**src/rtl/divider_pkg.sv**
```systemverilog
// Shared constants for the restoring divider: default operand width and FSM state encoding.
package divider_pkg;

    localparam int unsigned DIV_WIDTH = 4;

    localparam logic [2:0] S_IDLE  = 3'd0;
    localparam logic [2:0] S_LOAD  = 3'd1;
    localparam logic [2:0] S_SHIFT = 3'd2;
    localparam logic [2:0] S_CHECK = 3'd3;
    localparam logic [2:0] S_FIN   = 3'd4;
    localparam logic [2:0] S_ERR   = 3'd5;

    typedef enum logic [2:0] {
        StIdle  = S_IDLE,
        StLoad  = S_LOAD,
        StShift = S_SHIFT,
        StCheck = S_CHECK,
        StFin   = S_FIN,
        StErr   = S_ERR
    } state_t;

endpackage

```
**src/rtl/div_iter_cnt.sv**
```systemverilog
// Loadable down-counter tracking remaining divider iterations; saturates at zero.
module div_iter_cnt #(
    parameter int unsigned CNT_W = 3
) (
    input  logic             clk,
    input  logic             rst,
    input  logic             load,
    input  logic [CNT_W-1:0] load_val,
    input  logic             dec,
    output logic [CNT_W-1:0] cnt,
    output logic             zero
);

    always_ff @(posedge clk or posedge rst) begin
        if (rst) begin
            cnt <= '0;
        end else if (load) begin
            cnt <= load_val;
        end else if (dec && (cnt != '0)) begin
            cnt <= cnt - 1'b1;
        end
    end

    assign zero = (cnt == '0);

endmodule

```
**src/rtl/div_ctrl.sv**
```systemverilog
// Restoring-divider control FSM: sequences load/shift/subtract strobes for the
// external X/Y/R/Q datapath and reports completion or divide-by-zero.
module div_ctrl
    import divider_pkg::*;
#(
    parameter int unsigned WIDTH = DIV_WIDTH,
    parameter int unsigned CNT_W = $clog2(WIDTH + 1)
) (
    input  logic             clk,
    input  logic             rst,
    input  logic             start,
    input  logic             divisor_zero,
    input  logic             r_lt_y,
    output logic             x_ld,
    output logic             y_ld,
    output logic             r_clr,
    output logic             q_clr,
    output logic             x_sl,
    output logic             r_sl,
    output logic             r_ld,
    output logic             q_sl,
    output logic             q_bit,
    output logic             busy,
    output logic             done,
    output logic             err,
    output logic [CNT_W-1:0] iter
);

    localparam logic [CNT_W-1:0] ITER_INIT = CNT_W'(WIDTH);
    localparam logic [CNT_W-1:0] ITER_ONE  = CNT_W'(1);

    state_t state;
    logic   cnt_zero;
    logic   last_iter;

    assign last_iter = (iter == ITER_ONE);

    div_iter_cnt #(
        .CNT_W (CNT_W)
    ) u_iter_cnt (
        .clk      (clk),
        .rst      (rst),
        .load     (state == StLoad),
        .load_val (ITER_INIT),
        .dec      ((state == StCheck) && !cnt_zero),
        .cnt      (iter),
        .zero     (cnt_zero)
    );

    always_ff @(posedge clk or posedge rst) begin
        if (rst) begin
            state <= StIdle;
        end else begin
            case (state)
                StIdle: begin
                    if (start) begin
                        state <= divisor_zero ? StErr : StLoad;
                    end
                end
                StLoad:  state <= StShift;
                StShift: state <= StCheck;
                StCheck: state <= last_iter ? StFin : StShift;
                StFin:   state <= StIdle;
                StErr:   state <= StIdle;
                default: state <= StIdle;
            endcase
        end
    end

    // Pure state decode; only CHECK looks at the datapath compare result.
    always_comb begin
        x_ld  = 1'b0;
        y_ld  = 1'b0;
        r_clr = 1'b0;
        q_clr = 1'b0;
        x_sl  = 1'b0;
        r_sl  = 1'b0;
        r_ld  = 1'b0;
        q_sl  = 1'b0;
        q_bit = 1'b0;
        done  = 1'b0;
        err   = 1'b0;
        busy  = (state != StIdle);
        case (state)
            StLoad: begin
                x_ld  = 1'b1;
                y_ld  = 1'b1;
                r_clr = 1'b1;
                q_clr = 1'b1;
            end
            StShift: begin
                x_sl = 1'b1;
                r_sl = 1'b1;
            end
            StCheck: begin
                q_sl  = 1'b1;
                q_bit = ~r_lt_y;
                r_ld  = ~r_lt_y;
            end
            StFin: begin
                done = 1'b1;
            end
            StErr: begin
                done = 1'b1;
                err  = 1'b1;
            end
            default: ;
        endcase
    end

endmodule

```
**config.mk**
```make
export PLATFORM = sky130hd
export DESIGN_NAME = div_ctrl
export DESIGN_NICKNAME = d
export VERILOG_FILES = /design/src/rtl/divider_pkg.sv /design/src/rtl/div_iter_cnt.sv /design/src/rtl/div_ctrl.sv
export SDC_FILE = /design/constraint.sdc
export NUM_CORES = 1
export LEC_CHECK = 0
export CORE_AREA = 2 2 39 41
export DETAILED_ROUTE_END_ITERATION = 8
export DIE_AREA = 0 0 41 43
export MAX_ROUTING_LAYER = met4
export PLACE_DENSITY = 0.67
export SLEW_MARGIN = 40
export SYNTH_ARGS = -nofsm -noshare
export SYNTH_HDL_FRONTEND = slang
export SYNTH_SLANG_ARGS = --single-unit
```
**constraint.sdc**
```tcl
create_clock -name clk -period 1.37 [get_ports clk]
set_input_delay 0.137 -clock clk [delete_from_list [all_inputs] [get_ports clk]]
set_output_delay 0.137 -clock clk [all_outputs]
set_load 0.02 [all_outputs]
```
==> results.toml, run 1 <==
[run_status]
outcome = "finished, violations left"
violations = "setup timing"

[yosys]
synth_area_leader_cell = "dfrtp_1"
synth-seq-area-share_pct = 33.2
synthesis.nets = 55
ys.flop_type = "dfrtp_1"
yosysMostFrequentCell = "dfrtp_1"
syn_avg_cell_area_sq_um = 9.61
synth_cells = 47
synth_commonest_cells = "6 x dfrtp_1, 5 x buf_4, 5 x inv_1"
synthDistinctLibCells = 25
synth_edf_count = 0
synth_area_sq_um = 452
yosys-top-cells-area = "dfrtp_1 33%, buf_4 8.3%, ha_1 8.3%"
synth_seq_cells = 6
ys.warnings.count = 0
synth_top_area_share_pct = 33.2
async_reset_ff_share_pct = 100

[sta]
fmax_mhz = 706
setup-violations-final = 3
hold_viol = 0
fin_ws_ps = -45.5
setup_tns_ps = -129
min_period_ps = 1420
fin_crit_sh_pct = 103
slew_headroom_pct = 81.0
tightestPinTransition_ps = 281
rsz0062_at_grt = "true"
clock_skew_ps = 19.5
drv_slew = 0

[final_layout]
fin_area_sq_um = 828
diodes = 0
area_growth_pct = 83.4
drive_above_1_share_pct = 59.8
finalNetCount = 91

[route]
route.detailed.drc = 0
routed_via_density = 4.59
first_pass_iters = 3
drt_iter0_markers = 3
detail-route-antenna-nets = 0
wl_per_cell_um = 11.5
num_vias = 450
wirelength_um = 1130

[clock_tree]
cts_hold_buf = 0
clockBufferDepth = 2
clock-sinks = 6
cts_tree = "done"
root_buffer = "clkbuf_4"
clk_pin_slew_ps = 60
htreeDepth = 1
cts_buffers = 3
insertion_delay_ps = 260

[power]
peakVddDrop_mv = 1.21
leakage_nw = 0.416
p_per_area_nw_per_um2 = 2570

[worst_setup_path]
required_ps = 1230
r2r_cells = 6
cp_max_fo = 5
r2r-start = "state[1]"
end_kind = "output pin"
arrival_ps = 1280
rrSetupSlack_ps = 30
worstSetupPathType = "flop to output pin"
crit_path_start = "state[2]"
crit_path_start_kind = "flop"

[placed_design]
numPortBuffers = 19
dpl_cell_area_sq_um = 719
gp_congestion = 0.715
dpl.hpwl_um = 757

[run]
drv_cap = 0

[global_routing]
grt_pass1_vias = 395
grt_pass1_wl_um = 1680
grt_max_degree = 9
antenna_found_initial = 0
grtUsageTotal_pct = 14.5
grt_overflow = 0

[floorplanning]
ios = 20
die_y_um = 43
dieArea_sq_um = 1760
initial_core_util_pct = 32.6
coreArea_sq_um = 1380
die_w_um = 41
rows = 14

[min_path]
hp-class = "primary input to async pin"
==> state kept, by name (all words and copies together) (netlist names) <==
signal,flops
state,3
u_iter_cnt.cnt,3
==> worst paths after layout <==
kind	end
max	r_clr
min	state[1]
max reg2reg	u_iter_cnt.cnt[0]
min reg2reg	state[0]
max in group asynchronous	state[0]
min in group clk	state[0]
==> routing by layer <==
metal / up-vias / GRT usage (%) / part of all wire (%)
met1: 203 / 17.2 / 38
li1: 225 / - / -
met3: 2 / 7.85 / 10
met4: 0 / 0 / 1.2
met2: 20 / 22.8 / 51
met5: - / - / 0
==> worst max-delay path, cell delays in order, from the launching register on <==
cell,delay [ps]
dfrtp_2,440
buf_6,130
nand2b_4,140
nor2_4,130
buf_2,180
==> layout by cell type, fill, tap and decap left out <==
cell	instances
nor2_1	3
a22oi_2	1
buf_2	6
nor3b_4	1
o21ai_0	2
clkbuf_4	3
nor3_1	2
inv_1	5
clkdlybuf4s50_1	4
o31ai_2	1
dlygate4sd2_1	3
buf_12	1
buf_4	14
nor2b_1	1
buf_6	10
dfrtp_1	3
and3_1	1
and2_1	1
nor3_4	1
clkbuf_1	1
nand3b_1	1
o41ai_2	1
nor3b_2	1
nand2_4	1
ha_1	3
o31a_1	1
nor2_4	1
a22o_1	1
and2_2	1
nor2b_2	1
o21ba_1	1
dfrtp_2	3
or3_4	1
nand2b_4	1
==> cell families after synthesis <==
group                      after synthesis  synth area share, %
AOI/OAI and AO/OA                        8                 16.3
adders and majority gates                3                 8.31
buffers and inverters                   12                 16.1
DFF                                      6                 33.2
and+or+nand+nor                         18                 26.0
==> where the power goes <==
part           leakage (nW)  switching [mW]  internal (mW)  total [mW]
registers            0.0683          0.0933          0.268       0.362
logic                 0.333           0.734          0.844        1.58
clock network        0.0150          0.0744          0.111       0.185
total                 0.416           0.902           1.22        2.12
==> stage by stage <==
stage / std cells / util, % / setup WS [ps] / hold slack (ps) / total power, mW
after floorplan: 47 / - / 18.9 / -72.1 / 1.15
after global placement: 88 / 52.0 / -159 / 374 / 1.69
after detailed placement: 88 / 52.0 / -165 / 372 / 1.72
after CTS: 94 / 51.5 / -61.6 / 101 / 1.81
after global routing: 98 / 59.9 / -97.1 / 115 / 2.30
final: 98 / 59.9 / -45.5 / 84.3 / 2.12
==> area by class of cell <==
type	count	area [sq um]
well taps	16	20.0
clock buffers	4	26.3
flip-flops and latches	6	154
inverters	5	18.8
repair buffers	38	334
fillers	122	556
multi-input cells	29	275
==> timing repair <==
item                                    4_1_cts  5_1_grt
setup buffers                                 2        4
resized for setup                            50       26
endpoints found under the setup margin       15       13
pin swaps                                     0        2
Note: power is estimated with default switching activity, not from simulation.
==> inputs of run 2 (changes only) <==
--- a/config.mk
+++ b/config.mk
@@ -10,6 +10,7 @@
 export DIE_AREA = 0 0 41 43
 export MAX_ROUTING_LAYER = met4
 export PLACE_DENSITY = 0.67
+export RECOVER_POWER = 25
 export SLEW_MARGIN = 40
 export SYNTH_ARGS = -nofsm -noshare
 export SYNTH_HDL_FRONTEND = slang
==> results.toml, run 2 (synthesis results as in run 1) <==
[sta]
rsz0062_at_grt = "true"
slew_headroom_pct = 81.0
clock_skew_ps = 19.4
drv_slew = 0
fmax_mhz = 706
min_period_ps = 1420
setup-violations-final = 3
hold_viol = 0
fin_crit_sh_pct = 103
fin_ws_ps = -45.5
tightestPinTransition_ps = 281

[floorplanning]
rows = 14
die_y_um = 43
coreArea_sq_um = 1380
ios = 20
die_w_um = 41
initial_core_util_pct = 32.6
dieArea_sq_um = 1760

[route]
first_pass_iters = 3
route.detailed.drc = 0
routed_via_density = 4.59
wl_per_cell_um = 11.5
num_vias = 450
drt_iter0_markers = 3
detail-route-antenna-nets = 0
wirelength_um = 1130

[power]
leakage_nw = 0.417
peakVddDrop_mv = 1.21
total_power_mw = 2.12
p_per_area_nw_per_um2 = 2560

[run_status]
violations = "setup timing"
outcome = "finished, violations left"

[min_path]
hp-class = "primary input to async pin"

[global_routing]
grt_use_met3_pct = 7.85
grt_pass1_wl_um = 1680
grt_overflow = 0
grt_pass1_vias = 395
antenna_found_initial = 0
met2_usage_pct = 22.8
grtUsageTotal_pct = 14.5
busiest_layer = "met2"
grt_max_degree = 9
grtUsageMet1_pct = 17.2

[worst_setup_path]
required_ps = 1230
crit_path_start_kind = "flop"
worstSetupPathType = "flop to output pin"
r2r_cells = 6
r2r-start = "state[1]"
crit_path_start = "state[2]"
end_kind = "output pin"
cp_max_fo = 5
arrival_ps = 1280

[final_layout]
final_common_cell = "buf_4"
reg.largest.list = "state: 3 flops, u_iter_cnt.cnt: 3 flops"
final_cell_mix = "14 x buf_4, 10 x buf_6, 6 x buf_2, 5 x inv_1"
finalNetCount = 91
drive_above_1_share_pct = 59.8
diodes = 0
seqCellArea_sq_um = 154
fillers = 122
multi_input_area_sq_um = 275
area_growth_pct = 83.4

[clock_tree]
clock-sinks = 6
cts_tree = "done"
clockBufferDepth = 2
cts_buffers = 3
cts_hold_buf = 0
insertion_delay_ps = 260
clk_pin_slew_ps = 60
root_buffer = "clkbuf_4"
htreeDepth = 1

[placed_design]
dp_slack_ps = -165
gp_congestion = 0.715
dpl.hpwl_um = 757
numPortBuffers = 19

[run]
drv_cap = 0
==> run 2: changes by cell type in the layout (fill, tap and decap cells not counted), sizes merged <==
cell,change
dlygate4sd3,+1
clkdlybuf4s50,-1
==> run 2: repair_timing <==
| action | in CTS | in global routing |
|---|---|---|
| setup buffers | 2 | 4 |
| gates resized for setup | 50 | 26 |
| pin swaps | 0 | 2 |
| setup endpoints to repair | 15 | 13 |
==> run 2: critical path: stages (launching register included) <==
cell and delay [ps]:
dfrtp_2 440, buf_6 130, nand2b_4 140, nor2_4 130, buf_2 180
==> run 2: worst paths after layout <==
check,end,slack (ps)
worst max register to register,u_iter_cnt.cnt[0],30
worst min register to register,state[0],610
worst max-delay path,r_clr,-50
max in group asynchronous,state[0],920
min in group clk,state[0],490
worst min-delay path,state[1],220
==> run 2: per-stage QoR <==
| step | instance area [sq um] | hold slack [ps] | utilization [%] | instances | TNS (ps) |
|---|---|---|---|---|---|
| global placement | 719 | 374 | 52.0 | 88 | -1410 |
| floorplan | 465 | -72.1 | - | 47 | 0 |
| global route | 828 | 250 | 59.9 | 98 | -491 |
| detailed placement | 719 | 372 | 52.0 | 88 | -1630 |
| finish | 828 | 222 | 59.9 | 98 | -129 |
| CTS | 713 | 101 | 51.5 | 94 | -168 |
==> run 2: power by group <==
group	switching, mW	total, mW	internal, mW
logic	0.734	1.58	0.843
registers	0.0933	0.362	0.268
clock network	0.0744	0.185	0.111
==> run 2: routing by layer <==
layer / part of all wire (%) / vias up / wire length, um
li1: - / 225 / -
met1: 38 / 203 / 426
met5: 0 / - / 0
met3: 10 / 2 / 114
met4: 1.2 / 0 / 14
met2: 51 / 20 / 575
==> run 2: layout make-up <==
class                      count  share of cell area [%]
clock buffer                   4                    3.17
inverter                       5                    2.27
multi-input combinational     29                    33.2
sequential                     6                    18.6
tap                           16                    2.42
timing repair buffer          38                    40.3
